**src/rtl/array_west_feeder_pkg.sv**
```systemverilog
// Shared encodings for the west-edge feeder of the weight-stationary MAC array:
// per-row instruction codes, FSM states and lane slicing constants.
package array_west_feeder_pkg;

  localparam int INST_W = 2;

  localparam logic [INST_W-1:0] INST_IDLE = 2'b00;
  localparam logic [INST_W-1:0] INST_LOAD = 2'b01;
  localparam logic [INST_W-1:0] INST_EXEC = 2'b10;

  typedef enum logic [1:0] {
    ST_IDLE  = 2'd0,
    ST_RUN   = 2'd1,
    ST_DRAIN = 2'd2
  } state_t;

  // Only kernel load and execute produce waves; 00 and 11 complete empty.
  function automatic logic op_legal(input logic [INST_W-1:0] op);
    return (op == INST_LOAD) || (op == INST_EXEC);
  endfunction

endpackage

```
**src/rtl/skew_delay_line.sv**
```systemverilog
// Fixed-depth register chain used to stagger one row's {inst, data} lane.
// depth = 0 degenerates to a wire.
module skew_delay_line #(
  parameter int depth = 1,
  parameter int width = 6
) (
  input  logic             clk,
  input  logic             reset,
  input  logic [width-1:0] d,
  output logic [width-1:0] q
);

  generate
    if (depth == 0) begin : g_pass
      logic unused_clk_reset;
      assign unused_clk_reset = clk | reset;
      assign q = d;
    end else begin : g_chain
      logic [width-1:0] stage [depth];

      // NOTE: every stage is cleared on reset so an aborted wave never reaches
      // the array; non-blocking assignments let each stage take its neighbour's
      // old value, giving a true shift rather than a fall-through.
      always_ff @(posedge clk or negedge reset) begin
        if (!reset) begin
          for (int i = 0; i < depth; i++) stage[i] <= '0;
        end else begin
          stage[0] <= d;
          for (int i = 1; i < depth; i++) stage[i] <= stage[i-1];
        end
      end

      assign q = stage[depth-1];
    end
  endgenerate

endmodule

```
**src/rtl/array_west_feeder.sv**
```systemverilog
// West-edge feeder: accepts one command plus a vector stream and drives the
// array rows with diagonally skewed data and instructions, then flushes.
module array_west_feeder
  import array_west_feeder_pkg::*;
#(
  parameter int bw     = 4,
  parameter int row    = 8,
  parameter int len_bw = 8
) (
  input  logic                  clk,
  input  logic                  reset,
  input  logic                  cmd_valid,
  output logic                  cmd_ready,
  input  logic [1:0]            cmd_op,
  input  logic [len_bw-1:0]     cmd_len,
  input  logic                  in_valid,
  output logic                  in_ready,
  input  logic [row*bw-1:0]     in_data,
  output logic [row*bw-1:0]     out_w,
  output logic [row*INST_W-1:0] inst_w,
  output logic                  busy,
  output logic                  done
);

  localparam int STAGE_W = bw + INST_W;
  localparam int DRAIN_W = (row > 1) ? $clog2(row) : 1;
  localparam logic [DRAIN_W-1:0] DRAIN_LAST = DRAIN_W'(row - 1);

  state_t              state, state_next;
  logic [INST_W-1:0]   op_q;
  logic [len_bw-1:0]   cnt;
  logic [DRAIN_W-1:0]  drain_cnt;
  logic                cmd_fire, in_fire, last_fire, cmd_has_work;
  logic [INST_W-1:0]   inst0;
  logic [row*bw-1:0]   data0;

  assign cmd_fire     = cmd_valid & cmd_ready;
  assign in_fire      = in_valid & in_ready;
  assign last_fire    = in_fire && (cnt == len_bw'(1));
  assign cmd_has_work = op_legal(cmd_op) && (cmd_len != '0);

  // NOTE: every output and next-state value gets a default before the case so
  // no path leaves one unassigned and no latch is inferred.
  always_comb begin
    state_next = state;
    cmd_ready  = 1'b0;
    in_ready   = 1'b0;
    busy       = 1'b1;
    done       = 1'b0;
    case (state)
      ST_IDLE: begin
        cmd_ready = 1'b1;
        busy      = 1'b0;
        if (cmd_fire) state_next = cmd_has_work ? ST_RUN : ST_DRAIN;
      end
      ST_RUN: begin
        in_ready = (cnt != '0);
        if (last_fire) state_next = ST_DRAIN;
      end
      ST_DRAIN: begin
        // Last vector is on the bottom row exactly row-1 cycles into DRAIN.
        done = (drain_cnt == DRAIN_LAST);
        if (done) state_next = ST_IDLE;
      end
      default: state_next = ST_IDLE;
    endcase
  end

  always_ff @(posedge clk or negedge reset) begin
    if (!reset) begin
      state     <= ST_IDLE;
      op_q      <= INST_IDLE;
      cnt       <= '0;
      drain_cnt <= '0;
      inst0     <= INST_IDLE;
      data0     <= '0;
    end else begin
      state <= state_next;

      if (cmd_fire) begin
        op_q      <= cmd_op;
        cnt       <= cmd_len;
        // Empty commands skip straight to the final drain cycle.
        drain_cnt <= cmd_has_work ? '0 : DRAIN_LAST;
      end else if (in_fire) begin
        cnt <= cnt - len_bw'(1);
      end else if (state == ST_DRAIN && !done) begin
        drain_cnt <= drain_cnt + DRAIN_W'(1);
      end

      // Any cycle without an accepted vector injects a bubble.
      inst0 <= in_fire ? op_q : INST_IDLE;
      data0 <= in_fire ? in_data : '0;
    end
  end

  for (genvar r = 0; r < row; r++) begin : g_row
    logic [STAGE_W-1:0] row_q;

    skew_delay_line #(
      .depth(r),
      .width(STAGE_W)
    ) u_skew (
      .clk  (clk),
      .reset(reset),
      .d    ({inst0, data0[r*bw +: bw]}),
      .q    (row_q)
    );

    assign inst_w[r*INST_W +: INST_W] = row_q[STAGE_W-1 -: INST_W];
    assign out_w[r*bw +: bw]          = row_q[bw-1:0];
  end

endmodule

```
**config.mk**
```make
export PLATFORM = sky130hd
export DESIGN_NAME = array_west_feeder
export DESIGN_NICKNAME = d
export VERILOG_FILES = /design/src/rtl/array_west_feeder_pkg.sv /design/src/rtl/skew_delay_line.sv /design/src/rtl/array_west_feeder.sv
export SDC_FILE = /design/constraint.sdc
export NUM_CORES = 1
export LEC_CHECK = 0
export ABC_CLOCK_PERIOD_IN_PS = 3350
export CAP_MARGIN = 20
export CORE_ASPECT_RATIO = 1.75
export CORE_UTILIZATION = 30
export DETAILED_ROUTE_END_ITERATION = 12
export PLACE_DENSITY = 0.62
export SYNTH_ARGS = -nofsm -noshare
export SYNTH_HDL_FRONTEND = slang
export SYNTH_SLANG_ARGS = --single-unit
```
**constraint.sdc**
```tcl
create_clock -name clk -period 3.35 [get_ports clk]
set_input_delay 0.67 -clock clk [delete_from_list [all_inputs] [get_ports clk]]
set_output_delay 0.67 -clock clk [all_outputs]
set_load 0.005 [all_outputs]
```
==> summary.md, run 1 <==
| Metric | Value |
|---|---|
| Run status | `finished clean` |
| Slew Limit Headroom | `around half` |
| Setup repair after global routing missed its margin | `no` |
| Number of antenna repair diodes | `0` |
| Worst Setup Slack, final | `~0.42 ns` |
| Post-CTS resize count | `0` |
| Worst Skew | `0.0179 ns` |
| Gr ovfl total | `0` |
| Data required time at the worst endpoint | `between 2 and 3 ns` |
| Type of the most critical hold path | `in2async` |
| Number of enable flip-flop cells after synthesis | `0` |
| Initial cell density of the core | `between 30% and 40%` |
| Tmin final | `2.93 ns` |
| Post-synthesis mux area share | `0.184%` |
| Largest cells by area after synthesis | `sky130_fd_sc_hd__dfrtp_1 80%, sky130_fd_sc_hd__buf_4 5.9%, sky130_fd_sc_hd__and2_1 4.2%, sky130_fd_sc_hd__ha_1 0.92%, sky130_fd_sc_hd__a221o_1 0.73%` |
| I/O pin total | `around 100` |
| Non-Filler Cell Area, Final | `between 7000 and 8000 um2` |
| Placer Congestion | `about 0.74` |
| DRC violation total after the first TritonRoute iteration | `77` |
| DP Worst Slack | `~0.90 ns` |
| Mapped Nets | `between 300 and 400` |
| Mean post-synth cell area | `~16 um2` |
| Distinct cell type count of the synthesized netlist | `38` |
| Number of CTS-inserted buffers | `17` |
| Achievable clock frequency | `0.341 GHz` |
| Tightest Pin Transition | `~0.77 ns` |
| Share of the clock period used by the worst path | `87.4%` |
| Remaining number of nets flagged by the antenna check after routing | `0` |
| Worst VDD drop | `0.000304 V` |
| Share of Yosys cell area claimed by the top area cell type | `roughly four fifths` |
| Vias in the first global route | `2968` |
| Worst setup path category | `reg2out` |
| Commonest cells post-synth | `175 x sky130_fd_sc_hd__dfrtp_1, 43 x sky130_fd_sc_hd__buf_4, 37 x sky130_fd_sc_hd__and2_1, 10 x sky130_fd_sc_hd__nand2_1, 8 x sky130_fd_sc_hd__nor2_1` |
| Layout cells sized above 1 | `roughly 10%` |
| Die Width | `roughly 100 um` |
| Post-Synth XOR/XNOR Area | `less than 1%` |
| Clock tree from TritonCTS | `built` |
| Final hold vios | `0` |
| Synth Area in Compound Gates | `roughly 2.7%` |
| Cell at the root of the clock tree | `sky130_fd_sc_hd__clkbuf_16` |
| Post-CTS Hold Fix Bufs | `0` |
| Wire length of the first global-routing pass | `14.2 mm` |
| Pwr dens | `~760 nW/um2` |
| Post-detailed-route DRC marker count | `0` |
| Critical path launch point type | `flip-flop` |
| Drt pass-1 iters | `4` |
| Count of standard-cell rows | `64` |
| Number of vias in the routed layout | `2650` |
| Largest family of logic cells by synthesized area | `simple AND/OR/NAND/NOR gates` |
| Sink count of the clock tree | `175` |
| Top FF cell, synth | `sky130_fd_sc_hd__dfrtp_1` |
| Detailed-route vias per instance | `between 4 and 5` |
| Library cell with the highest instance count after synthesis | `sky130_fd_sc_hd__dfrtp_1` |
| Clock transition time at the flip-flop clock pins of the worst setup and hold paths | `0.07 ns` |
| Insertion delay to the later sink of the worst-skew pair | `around 0.42 ns` |
| Share of synthesized registers carrying an async set or reset | `between 90% and 100%` |
| Post-DP HPWL | `between 5 and 6 mm` |
| Dpl cell area | `6410 um2` |
| Routed wire length per instance | `between 10 and 15 um` |
| Cell type with the highest aggregate area in the netlist | `sky130_fd_sc_hd__dfrtp_1` |
| Total Neg Setup Slack | `0 ns` |
| Clock Tree Buf Depth | `2` |
| Number of setup violations in the final report | `0` |
| Leakage dissipation | `3.40 nW` |
| Crit path DAT | `roughly 2.3 ns` |
| GRT Util Overall | `9.86%` |
| Wirelength, routed | `8.28 mm` |
| Initial antenna violation count | `0` |
| Fin. max-slew vios | `0` |
| Synth Area in Adders | `0.918%` |
| PortBufs | `97` |
| Number of maximum-capacitance constraint violations | `0` |
| Floorplan Core Area | `roughly 18000 um2` |
| CTS HTree Levels | `4` |
| Final nets | `456` |
| Total of warnings raised by yosys | `0` |
| Die ar. | `roughly 19000 um2` |
| Instance count of the mapped netlist | `333` |
| Maximum number of pins on one net before global-route repair | `90` |
| Type of destination of the critical path | `output pin` |
| Final-layout fill cell count | `1659` |
| Basic-gate share of the synthesized area counting and, or, nand and nor cells | `about 9%` |
| Layout Area Growth over Synthesis | `29.2%` |
| Max FO, Critical Path | `4` |
| Cell area after synthesis | `between 5000 and 6000 um2` |
| Setup Fix Bufs, Post-CTS | `0` |
| Die span in y | `180 um` |
| Total power after layout | `0.00537 W` |
| Fraction of the yosys area taken by sequential cells | `between 80 and 90%` |
| Number of register bits inferred by synthesis | `175` |
==> power breakdown <==
part | total (W) | switching [W] | internal, W
Combinational | 0.000695 | 0.000308 | 0.000387
Clock | 0.00207 | 0.000845 | 0.00123
Sequential | 0.00260 | 0.000169 | 0.00243
Total | 0.00537 | 0.00132 | 0.00405
==> through the flow <==
step | utilization [%] | hold slack (ns) | cells
CTS | 40.0 | 0.340 | 650
global placement | 36.4 | 0.331 | 618
global route | 40.0 | 0.348 | 650
detailed placement | 36.4 | 0.335 | 618
floorplan | - | 0.331 | 333
finish | 40.0 | 0.314 | 650
==> path summary, 6_finish.rpt <==
path	start	depth (start not counted)	end	slack, ns
min in group clk	g_row[7].u_skew.g_chain.stage[38]	0	g_row[7].u_skew.g_chain.stage[32]	0.34
hold / removal	reset	1	g_row[5].u_skew.q[2]	0.31
setup / recovery	cnt[1]	6	in_ready	0.42
hold reg to reg	g_row[7].u_skew.g_chain.stage[38]	0	g_row[7].u_skew.g_chain.stage[32]	0.34
setup reg to reg	drain_cnt[0]	5	drain_cnt[2]	1.42
max in group asynchronous	reset	2	g_row[3].u_skew.g_chain.stage[14]	2.20
==> logic make-up (layout without fill, tap and decap cells) <==
group,Yosys count,in the layout
buffers and inverters,51,137
flip-flops,175,175
multiplexers,1,1
AND/OR/NAND/NOR,78,78
XOR/XNOR,3,3
AO/OA/AOI/OAI,21,21
adder cells (fa/ha/maj),4,4
==> metal layers <==
metal	GRT usage, %	share of wire, %
met1	9.65	36
met5	0	0
met3	3.62	5.8
met2	17.5	55
met4	5.89	2.9
==> layout by cell type (no fill, tap or decap), drive strengths merged, types with 2 or more instances in the layout <==
master and instances:
a21oi 7, nor4 3, inv 12, dfrtp 175
nand2 10, a221o 4, nor3 5, buf 6
clkbuf 18, clkdlybuf4s50 96, nand3b 2, o311ai 2
xnor2 2, clkinv 2, or3 4, o21ai 3
and2 37, nor2 8, bufinv 3, ha 4
==> critical path, cell delays in order, from the launching register on <==
cell	delay, ns
sky130_fd_sc_hd__dfrtp_1	0.40
sky130_fd_sc_hd__inv_1	0.11
sky130_fd_sc_hd__ha_1	0.21
sky130_fd_sc_hd__nor4b_2	0.35
sky130_fd_sc_hd__and2_1	0.26
sky130_fd_sc_hd__nor2_1	0.07
sky130_fd_sc_hd__clkdlybuf4s50_1	0.44
==> final cells by class <==
| class | instances | area (um2) | area share, % |
|---|---|---|---|
| clock buffer | 18 | 439 | 6.24 |
| clock inverter | 14 | 194 | 2.75 |
| inverter | 3 | 11.3 | 0.160 |
| multi-input combinational | 107 | 718 | 10.2 |
| sequential | 175 | 4380 | 62.2 |
| tap | 231 | 289 | 4.11 |
| timing repair buffer | 102 | 1010 | 14.3 |
==> registers in the layout (all words and copies together) (netlist names) <==
signal	cells
op_q	2
drain_cnt	3
data0	32
g_row.u_skew.g_chain.stage	89
inst0	2
state	2
g_row.u_skew.q	37
cnt	8
(Power assumes the default switching activity.)
==> inputs of run 2 (changes only) <==
- PLACE_DENSITY: 0.62 -> 0.6
- SYNTH_HIERARCHICAL: not set -> 1
==> run 2 against run 1 <==
Global-route usage shrank 0.73 points. Die area grew 19%. Sequential cell count grew 42. Wire length grew 16%. Maximum frequency grew 8.9%. Largest power group unchanged. Non-clock buffer count shrank 1. Cell area grew 16%. Critical path depth shrank 3. Highest routed layer unchanged. Clock skew shrank 0.0071 ns. Setup slack gained 0.24 ns. Register-to-register slack lost 0.09 ns. Critical endpoint unchanged. Sequential power grew 26%.
==> summary.md, run 2 <==
| Metric | Value |
|---|---|
| Wirelength, routed | `9.63 mm (was 8.28 mm)` |
| PortBufs | `97 (unchanged)` |
| Number of enable flip-flop cells after synthesis | `0 (unchanged)` |
| I/O pin total | `98 (unchanged)` |
| Most flop-heavy register | `g_row.u_skew/g_chain.stage (was g_row.u_skew.g_chain.stage)` |
| Post-CTS Hold Fix Bufs | `0 (unchanged)` |
| Number of CTS-inserted buffers | `19 (was 17)` |
| Detailed-route vias per instance | `3.97 (was 4.08)` |
| Remaining number of nets flagged by the antenna check after routing | `0 (unchanged)` |
| Synth Area in Adders | `0.768% (was 0.918%)` |
| Sink count of the clock tree | `217 (was 175)` |
| Setup repair after global routing missed its margin | `no (unchanged)` |
| Layout cells sized above 1 | `8.42% (was 10.3%)` |
| Tightest Pin Transition | `0.694 ns (was 0.770 ns)` |
| Pwr dens | `742 nW/um2 (was 763 nW/um2)` |
| Initial antenna violation count | `0 (unchanged)` |
| Top FF cell, synth | `sky130_fd_sc_hd__dfrtp_1 (unchanged)` |
| Part of the total power dissipated in sequential elements | `54.3% (was 48.5%)` |
| Clock Tree Buf Depth | `3 (was 2)` |
| Initial cell density of the core | `30.4% (was 30.9%)` |
| Vias in the first global route | `3260 (was 2968)` |
| Crit path DAT | `2.02 ns (was 2.26 ns)` |
| Fin. max-slew vios | `0 (unchanged)` |
| Slew Limit Headroom | `53.6% (was 48.7%)` |
| Critical path launch point type | `flip-flop (unchanged)` |
| Mean post-synth cell area | `17.2 um2 (was 16.4 um2)` |
| Floorplan Core Area | `21400 um2 (was 17600 um2)` |
| GRT Util Overall | `9.13% (was 9.86%)` |
| Number of vias in the routed layout | `2994 (was 2650)` |
| Instance count of the mapped netlist | `379 (was 333)` |
| Fraction of the yosys area taken by sequential cells | `83.3% (was 80.4%)` |
| Post-DP HPWL | `6.28 mm (was 5.51 mm)` |
| Final hold vios | `0 (unchanged)` |
| Share of synthesized registers carrying an async set or reset | `100% (unchanged)` |
| Largest cells by area after synthesis | `sky130_fd_sc_hd__dfrtp_1 83%, sky130_fd_sc_hd__buf_4 4.8%, sky130_fd_sc_hd__and2_1 3.4%, sky130_fd_sc_hd__ha_1 0.77%, sky130_fd_sc_hd__nand2_1 0.75% (was sky130_fd_sc_hd__dfrtp_1 80%, sky130_fd_sc_hd__buf_4 5.9%, sky130_fd_sc_hd__and2_1 4.2%, sky130_fd_sc_hd__ha_1 0.92%, sky130_fd_sc_hd__a221o_1 0.73%)` |
| Number of antenna repair diodes | `0 (unchanged)` |
| Number of maximum-capacitance constraint violations | `0 (unchanged)` |
| Tmin final | `2.69 ns (was 2.93 ns)` |
| Run status | `finished clean (unchanged)` |
| Worst VDD drop | `0.000370 V (was 0.000304 V)` |
| Routed wire length per instance | `12.8 um (was 12.7 um)` |
| Largest family of logic cells by synthesized area | `simple AND/OR/NAND/NOR gates (unchanged)` |
| Die Width | `113 um (was 104 um)` |
| Count of standard-cell rows | `71 (was 64)` |
| Relative contribution of the clock network to total power | `32.7% (was 38.6%)` |
| Post-CTS resize count | `0 (unchanged)` |
| Type of the most critical hold path | `in2async (unchanged)` |
| Cell type with the highest aggregate area in the netlist | `sky130_fd_sc_hd__dfrtp_1 (unchanged)` |
| Share of the clock period used by the worst path | `80.3% (was 87.4%)` |
| Insertion delay to the later sink of the worst-skew pair | `0.49 ns (was 0.42 ns)` |
| Type of destination of the critical path | `output pin (unchanged)` |
| Library cell with the highest instance count after synthesis | `sky130_fd_sc_hd__dfrtp_1 (unchanged)` |
| Gr ovfl total | `0 (unchanged)` |
| Basic-gate share of the synthesized area counting and, or, nand and nor cells | `7.68% (was 8.82%)` |
| Die ar. | `22300 um2 (was 18700 um2)` |
| Combinational fraction of design power | `13.0% (was 12.9%)` |
| Post-synthesis mux area share | `0.461% (was 0.184%)` |
| Layout Area Growth over Synthesis | `24.8% (was 29.2%)` |
| Post-detailed-route DRC marker count | `0 (unchanged)` |
| Placer Congestion | `0.728 (was 0.738)` |
| Data required time at the worst endpoint | `2.68 ns (about the same)` |
| Wire length of the first global-routing pass | `15.9 mm (was 14.2 mm)` |
| Commonest non-fill, non-tap cells in the layout | `217 x sky130_fd_sc_hd__dfrtp_1, 96 x sky130_fd_sc_hd__clkdlybuf4s50_1, 35 x sky130_fd_sc_hd__and2_1 (was 175 x sky130_fd_sc_hd__dfrtp_1, 96 x sky130_fd_sc_hd__clkdlybuf4s50_1, 37 x sky130_fd_sc_hd__and2_1)` |
| DRC violation total after the first TritonRoute iteration | `121 (was 77)` |
| Drt pass-1 iters | `4 (unchanged)` |
| Clock transition time at the flip-flop clock pins of the worst setup and hold paths | `0.07 ns (about the same)` |
| Distinct cell type count of the synthesized netlist | `37 (was 38)` |
| Sw frac | `24.0% (was 24.6%)` |
| Die span in y | `197 um (was 180 um)` |
| Leakage dissipation | `3.92 nW (was 3.40 nW)` |
| Cell at the root of the clock tree | `sky130_fd_sc_hd__clkbuf_16 (unchanged)` |
| Total of warnings raised by yosys | `6 (was 0)` |
| Post-Synth XOR/XNOR Area | `0.269% (was 0.482%)` |
| Final-layout fill cell count | `2005 (was 1659)` |
| Max FO, Critical Path | `7 (was 4)` |
| Synth Area in Compound Gates | `2.03% (was 2.71%)` |
| Maximum number of pins on one net before global-route repair | `81 (was 90)` |
| Leading cell type in the layout, fill and taps excluded | `sky130_fd_sc_hd__dfrtp_1 (unchanged)` |
| Net switching component of the power | `0.00145 W (was 0.00132 W)` |
| P_int | `0.00459 W (was 0.00405 W)` |
| Setup Fix Bufs, Post-CTS | `0 (unchanged)` |
| CTS HTree Levels | `1 (was 4)` |
| Clock tree from TritonCTS | `built (unchanged)` |
| Commonest cells post-synth | `217 x sky130_fd_sc_hd__dfrtp_1, 42 x sky130_fd_sc_hd__buf_4, 35 x sky130_fd_sc_hd__and2_1, 13 x sky130_fd_sc_hd__nand2_1, 7 x sky130_fd_sc_hd__nand3_1 (was 175 x sky130_fd_sc_hd__dfrtp_1, 43 x sky130_fd_sc_hd__buf_4, 37 x sky130_fd_sc_hd__and2_1, 10 x sky130_fd_sc_hd__nand2_1, 8 x sky130_fd_sc_hd__nor2_1)` |
| Total Neg Setup Slack | `0 ns (unchanged)` |
| Cells on worst reg2reg path | `6 (was 5)` |
| Number of flip-flops in the largest register | `126 (was 89)` |
| Total power after layout | `0.00604 W (was 0.00537 W)` |
| Worst Skew | `0.0108 ns (was 0.0179 ns)` |
| Number of register bits inferred by synthesis | `217 (was 175)` |
| Achievable clock frequency | `0.372 GHz (was 0.341 GHz)` |
| Cell area after synthesis | `6520 um2 (was 5450 um2)` |
| Number of setup violations in the final report | `0 (unchanged)` |
| Worst setup path category | `reg2out (unchanged)` |
| Share of Yosys cell area claimed by the top area cell type | `83.3% (was 80.4%)` |
| Mapped Nets | `429 (was 383)` |
| Final nets | `504 (was 456)` |
run 2: changes by cell type after synthesis, sizes merged, moves of 2 or more:
cell    previous run  this run
o211ai             1         3
buf               45        43
nor2               8         6
and2              37        35
a31oi              1         3
or4                0         3
or2b               0         2
a221o              4         0
mux2i              1         3
or3                4         2
nand3              0         7
nor3               5         2
nand2             10        13
dfrtp            175       217
run 2: cell type report:
class | instances | area, um2 | share of cell area (%)
Clock buffer | 25 | 528 | 6.49
Clock inverter | 5 | 28.8 | 0.354
Multi-Input combinational cell | 111 | 737 | 9.06
Timing Repair Buffer | 101 | 1030 | 12.7
Tap cell | 292 | 365 | 4.49
Sequential cell | 217 | 5430 | 66.7
Inverter | 4 | 15.0 | 0.185
run 2: kinds of logic after synthesis:
family,Yosys count
simple gates,82
fa+ha+maj,4
mux,3
flops,217
buf+inv,51
compound gates,20
xor+xnor,2
run 2: power by group through the flow:
stage	clock, W	sequential, W	combinational [W]
floorplan	0	0.00326	0.000469
global placement	0	0.00330	0.000755
detailed placement	0	0.00333	0.000795
CTS	0.00206	0.00329	0.000799
global route	0.00217	0.00333	0.000868
finish	0.00197	0.00328	0.000786
run 2: routing by layer:
metal	wire length [um]	up-vias	share of wire, %	track usage, %
met4	415	0	4.3	5.95
met1	3340	1527	35	9.32
met2	5370	101	56	16.6
li1	-	1333	-	-
met5	0	-	0	0
met3	507	33	5.3	2.00
run 2: critical path: stages (launching register included):
cell                              delay, ns
sky130_fd_sc_hd__dfrtp_1               0.47
sky130_fd_sc_hd__nor4_4                0.46
sky130_fd_sc_hd__a31oi_1               0.14
sky130_fd_sc_hd__clkdlybuf4s50_1       0.46
run 2: path summary, 6_finish.rpt:
kind	from	endpoint	slack (ns)
worst max-delay path	cnt[5]	in_ready	0.66
worst min-delay path	reset	g_row[7].u_skew/q[1]	0.15
worst max register to register	cnt[0]	cnt[6]	1.33
worst min register to register	g_row[7].u_skew/g_chain.stage[35]	g_row[7].u_skew/g_chain.stage[29]	0.34
max in group asynchronous	reset	g_row[3].u_skew/q[3]	2.41
min in group clk	g_row[7].u_skew/g_chain.stage[35]	g_row[7].u_skew/g_chain.stage[29]	0.34
run 2: metrics by stage:
step	hold WS, ns	area [um2]	cells	utilization (%)	worst slack (ns)
after global placement	0.332	7580	725	35.4	1.04
after floorplan	0.331	6520	379	-	1.57
after detailed placement	0.335	7580	725	35.4	0.968
final	0.153	8140	755	38.0	0.661
after CTS	0.179	8140	755	38.0	0.653
after global routing	0.185	8140	755	38.0	0.583
==> inputs of run 3 (changes only) <==
- ABC_CLOCK_PERIOD_IN_PS: 3350 -> 2800
- clock period: 3.35 -> 2.8 ns (I/O delays scaled with it)
==> run 3 against run 2 <==
Clock skew increased by 0.0088 ns. First-iteration DRC count rose by 18%. Power rose by 25%. Setup slack lost 0.51 ns. Count of clock-buffer cells in the layout unchanged. Utilization up 0.64 points. Largest cell class unchanged.
==> summary.md, run 3 (same netlist as run 2, synthesis figures left out) <==
| Metric | Value |
|---|---|
| Post-DP HPWL | `6.28 mm (about the same)` |
| Leading cell type in the layout, fill and taps excluded | `sky130_fd_sc_hd__dfrtp_1 (unchanged)` |
| Vias in the first global route | `3276 (was 3260)` |
| Setup Fix Bufs, Post-CTS | `0 (unchanged)` |
| Worst VDD drop | `0.000399 V (was 0.000370 V)` |
| Tmin final | `approximately 2.7 ns` |
| Wire length of the first global-routing pass | `15.8 mm (was 15.9 mm)` |
| Number of flip-flops in the largest register | `126 (unchanged)` |
| Sink count of the clock tree | `217 (unchanged)` |
| Layout cells sized above 1 | `10.0% (was 8.42%)` |
| Type of destination of the critical path | `output pin (unchanged)` |
| Worst Skew | `0.0195 ns (was 0.0108 ns)` |
| Cell at the root of the clock tree | `sky130_fd_sc_hd__clkbuf_16 (unchanged)` |
| Share of the clock period used by the worst path | `between 90% and 100%` |
| Type of the most critical hold path | `in2async (unchanged)` |
| Number of CTS-inserted buffers | `20 (was 19)` |
| Initial cell density of the core | `30.4% (unchanged)` |
| Leakage dissipation | `3.98 nW (was 3.92 nW)` |
| Post-CTS Hold Fix Bufs | `0 (unchanged)` |
| Detailed-route vias per instance | `3.96 (was 3.97)` |
| Crit path DAT | `2.09 ns (was 2.02 ns)` |
| DRC violation total after the first TritonRoute iteration | `143 (was 121)` |
| PortBufs | `97 (unchanged)` |
| Post-CTS resize count | `0 (unchanged)` |
| Die Width | `113 um (unchanged)` |
| Floorplan Core Area | `21400 um2 (unchanged)` |
| Placer Congestion | `0.733 (was 0.728)` |
| Number of maximum-capacitance constraint violations | `0 (unchanged)` |
| Number of setup violations in the final report | `0 (unchanged)` |
| Clock Tree Buf Depth | `3 (unchanged)` |
| Clock transition time at the flip-flop clock pins of the worst setup and hold paths | `0.07 ns (about the same)` |
| Achievable clock frequency | `between 0.3 and 0.4 GHz` |
| Maximum number of pins on one net before global-route repair | `82 (was 81)` |
| Max FO, Critical Path | `7 (unchanged)` |
| Die ar. | `22300 um2 (unchanged)` |
| Insertion delay to the later sink of the worst-skew pair | `0.49 ns (about the same)` |
| Die span in y | `197 um (unchanged)` |
| Count of standard-cell rows | `71 (unchanged)` |
| Setup repair after global routing missed its margin | `no (unchanged)` |
| Routed wire length per instance | `12.6 um (was 12.8 um)` |
| Data required time at the worst endpoint | `2.24 ns (was 2.68 ns)` |
| Pwr dens | `911 nW/um2 (was 742 nW/um2)` |
| Number of antenna repair diodes | `0 (unchanged)` |
| Drt pass-1 iters | `4 (unchanged)` |
| Initial antenna violation count | `0 (unchanged)` |
| Layout Area Growth over Synthesis | `26.9% (was 24.8%)` |
| Commonest non-fill, non-tap cells in the layout | `217 x sky130_fd_sc_hd__dfrtp_1, 96 x sky130_fd_sc_hd__clkdlybuf4s50_1, 35 x sky130_fd_sc_hd__and2_1 (unchanged)` |
| Register-to-register setup slack | `0.75 ns (was 1.33 ns)` |
| Total Neg Setup Slack | `0 ns (unchanged)` |
| Gr ovfl total | `0 (unchanged)` |
| CTS HTree Levels | `1 (unchanged)` |
| GRT Util Overall | `9.01% (was 9.13%)` |
| Run status | `finished clean (unchanged)` |
| Most flop-heavy register | `g_row.u_skew/g_chain.stage (unchanged)` |
| Fin. max-slew vios | `0 (unchanged)` |
| Wirelength, routed | `9.59 mm (was 9.63 mm)` |
| Final hold vios | `0 (unchanged)` |
| Slew Limit Headroom | `55.7% (was 53.6%)` |
| Critical path launch point type | `flip-flop (unchanged)` |
| Clock tree from TritonCTS | `built (unchanged)` |
| Number of vias in the routed layout | `3020 (was 2994)` |
| Worst setup path category | `reg2out (unchanged)` |
| Final nets | `507 (was 504)` |
| I/O pin total | `98 (unchanged)` |
| Post-detailed-route DRC marker count | `0 (unchanged)` |
| Non-Filler Cell Area, Final | `8270 um2 (was 8140 um2)` |
| Dpl cell area | `7610 um2 (was 7580 um2)` |
| Tightest Pin Transition | `0.664 ns (was 0.694 ns)` |
| Final-layout fill cell count | `1970 (was 2005)` |
| Remaining number of nets flagged by the antenna check after routing | `0 (unchanged)` |
run 3: changes by cell type in the layout (fill, tap and decap cells not counted):
cell	before	now
sky130_fd_sc_hd__clkinv_2	4	1
sky130_fd_sc_hd__clkbuf_1	3	2
sky130_fd_sc_hd__buf_4	2	3
sky130_fd_sc_hd__inv_8	0	1
sky130_fd_sc_hd__clkbuf_8	3	2
sky130_fd_sc_hd__clkbuf_16	19	21
sky130_fd_sc_hd__clkinv_4	0	2
sky130_fd_sc_hd__inv_6	1	3
sky130_fd_sc_hd__buf_12	2	3
sky130_fd_sc_hd__bufinv_16	0	1
sky130_fd_sc_hd__clkinvlp_4	0	2
run 3: worst paths after layout:
path | start | end | depth (start not counted)
min in group clk | g_row[7].u_skew/g_chain.stage[20] | g_row[7].u_skew/g_chain.stage[14] | 0
max | cnt[5] | in_ready | 3
max in group asynchronous | reset | g_row[6].u_skew/g_chain.stage[28] | 2
min | reset | g_row[6].u_skew/q[1] | 1
min reg2reg | g_row[7].u_skew/g_chain.stage[20] | g_row[7].u_skew/g_chain.stage[14] | 0
max reg2reg | cnt[1] | cnt[6] | 6
run 3: worst max-delay path, stage by stage (launching register included):
cell and delay [ns]:
sky130_fd_sc_hd__dfrtp_1 0.48, sky130_fd_sc_hd__nor4_4 0.49, sky130_fd_sc_hd__a31oi_1 0.17, sky130_fd_sc_hd__clkdlybuf4s50_1 0.47
run 3: metrics by stage:
stage | utilization [%] | setup WS, ns | total power [W] | hold WS [ns] | std cells
after detailed placement | 35.5 | 0.534 | 0.00494 | 0.335 | 727
after floorplan | - | 1.02 | 0.00446 | 0.264 | 379
after global placement | 35.5 | 0.585 | 0.00486 | 0.331 | 727
final | 38.6 | 0.149 | 0.00754 | 0.0448 | 762
after global routing | 38.6 | 0.0325 | 0.00795 | 0.0922 | 762
after CTS | 38.6 | 0.136 | 0.00768 | 0.0760 | 762
run 3: power breakdown:
part           switching, W  total, W  internal [W]  leakage [nW]
clock               0.00113   0.00267       0.00154         0.322
sequential         0.000260   0.00392       0.00366          2.95
combinational      0.000431  0.000940      0.000509         0.707
run 3: cell type report:
class,count,area (um2),share of cell area (%)
Sequential cell,217,5430,65.6
Timing Repair Buffer,103,1060,12.8
Multi-Input combinational cell,111,737,8.91
Clock buffer,25,561,6.78
Tap cell,292,365,4.42
Clock inverter,10,105,1.27
Inverter,4,15.0,0.182
run 3: routing by layer:
layer	part of all wire [%]	wire (um)	global-route usage (%)	vias up
met5	0	0	0	-
met4	4.0	382	4.87	0
met3	5.5	531	2.15	26
met2	56	5340	16.8	107
met1	35	3340	9.12	1542
li1	-	-	-	1345
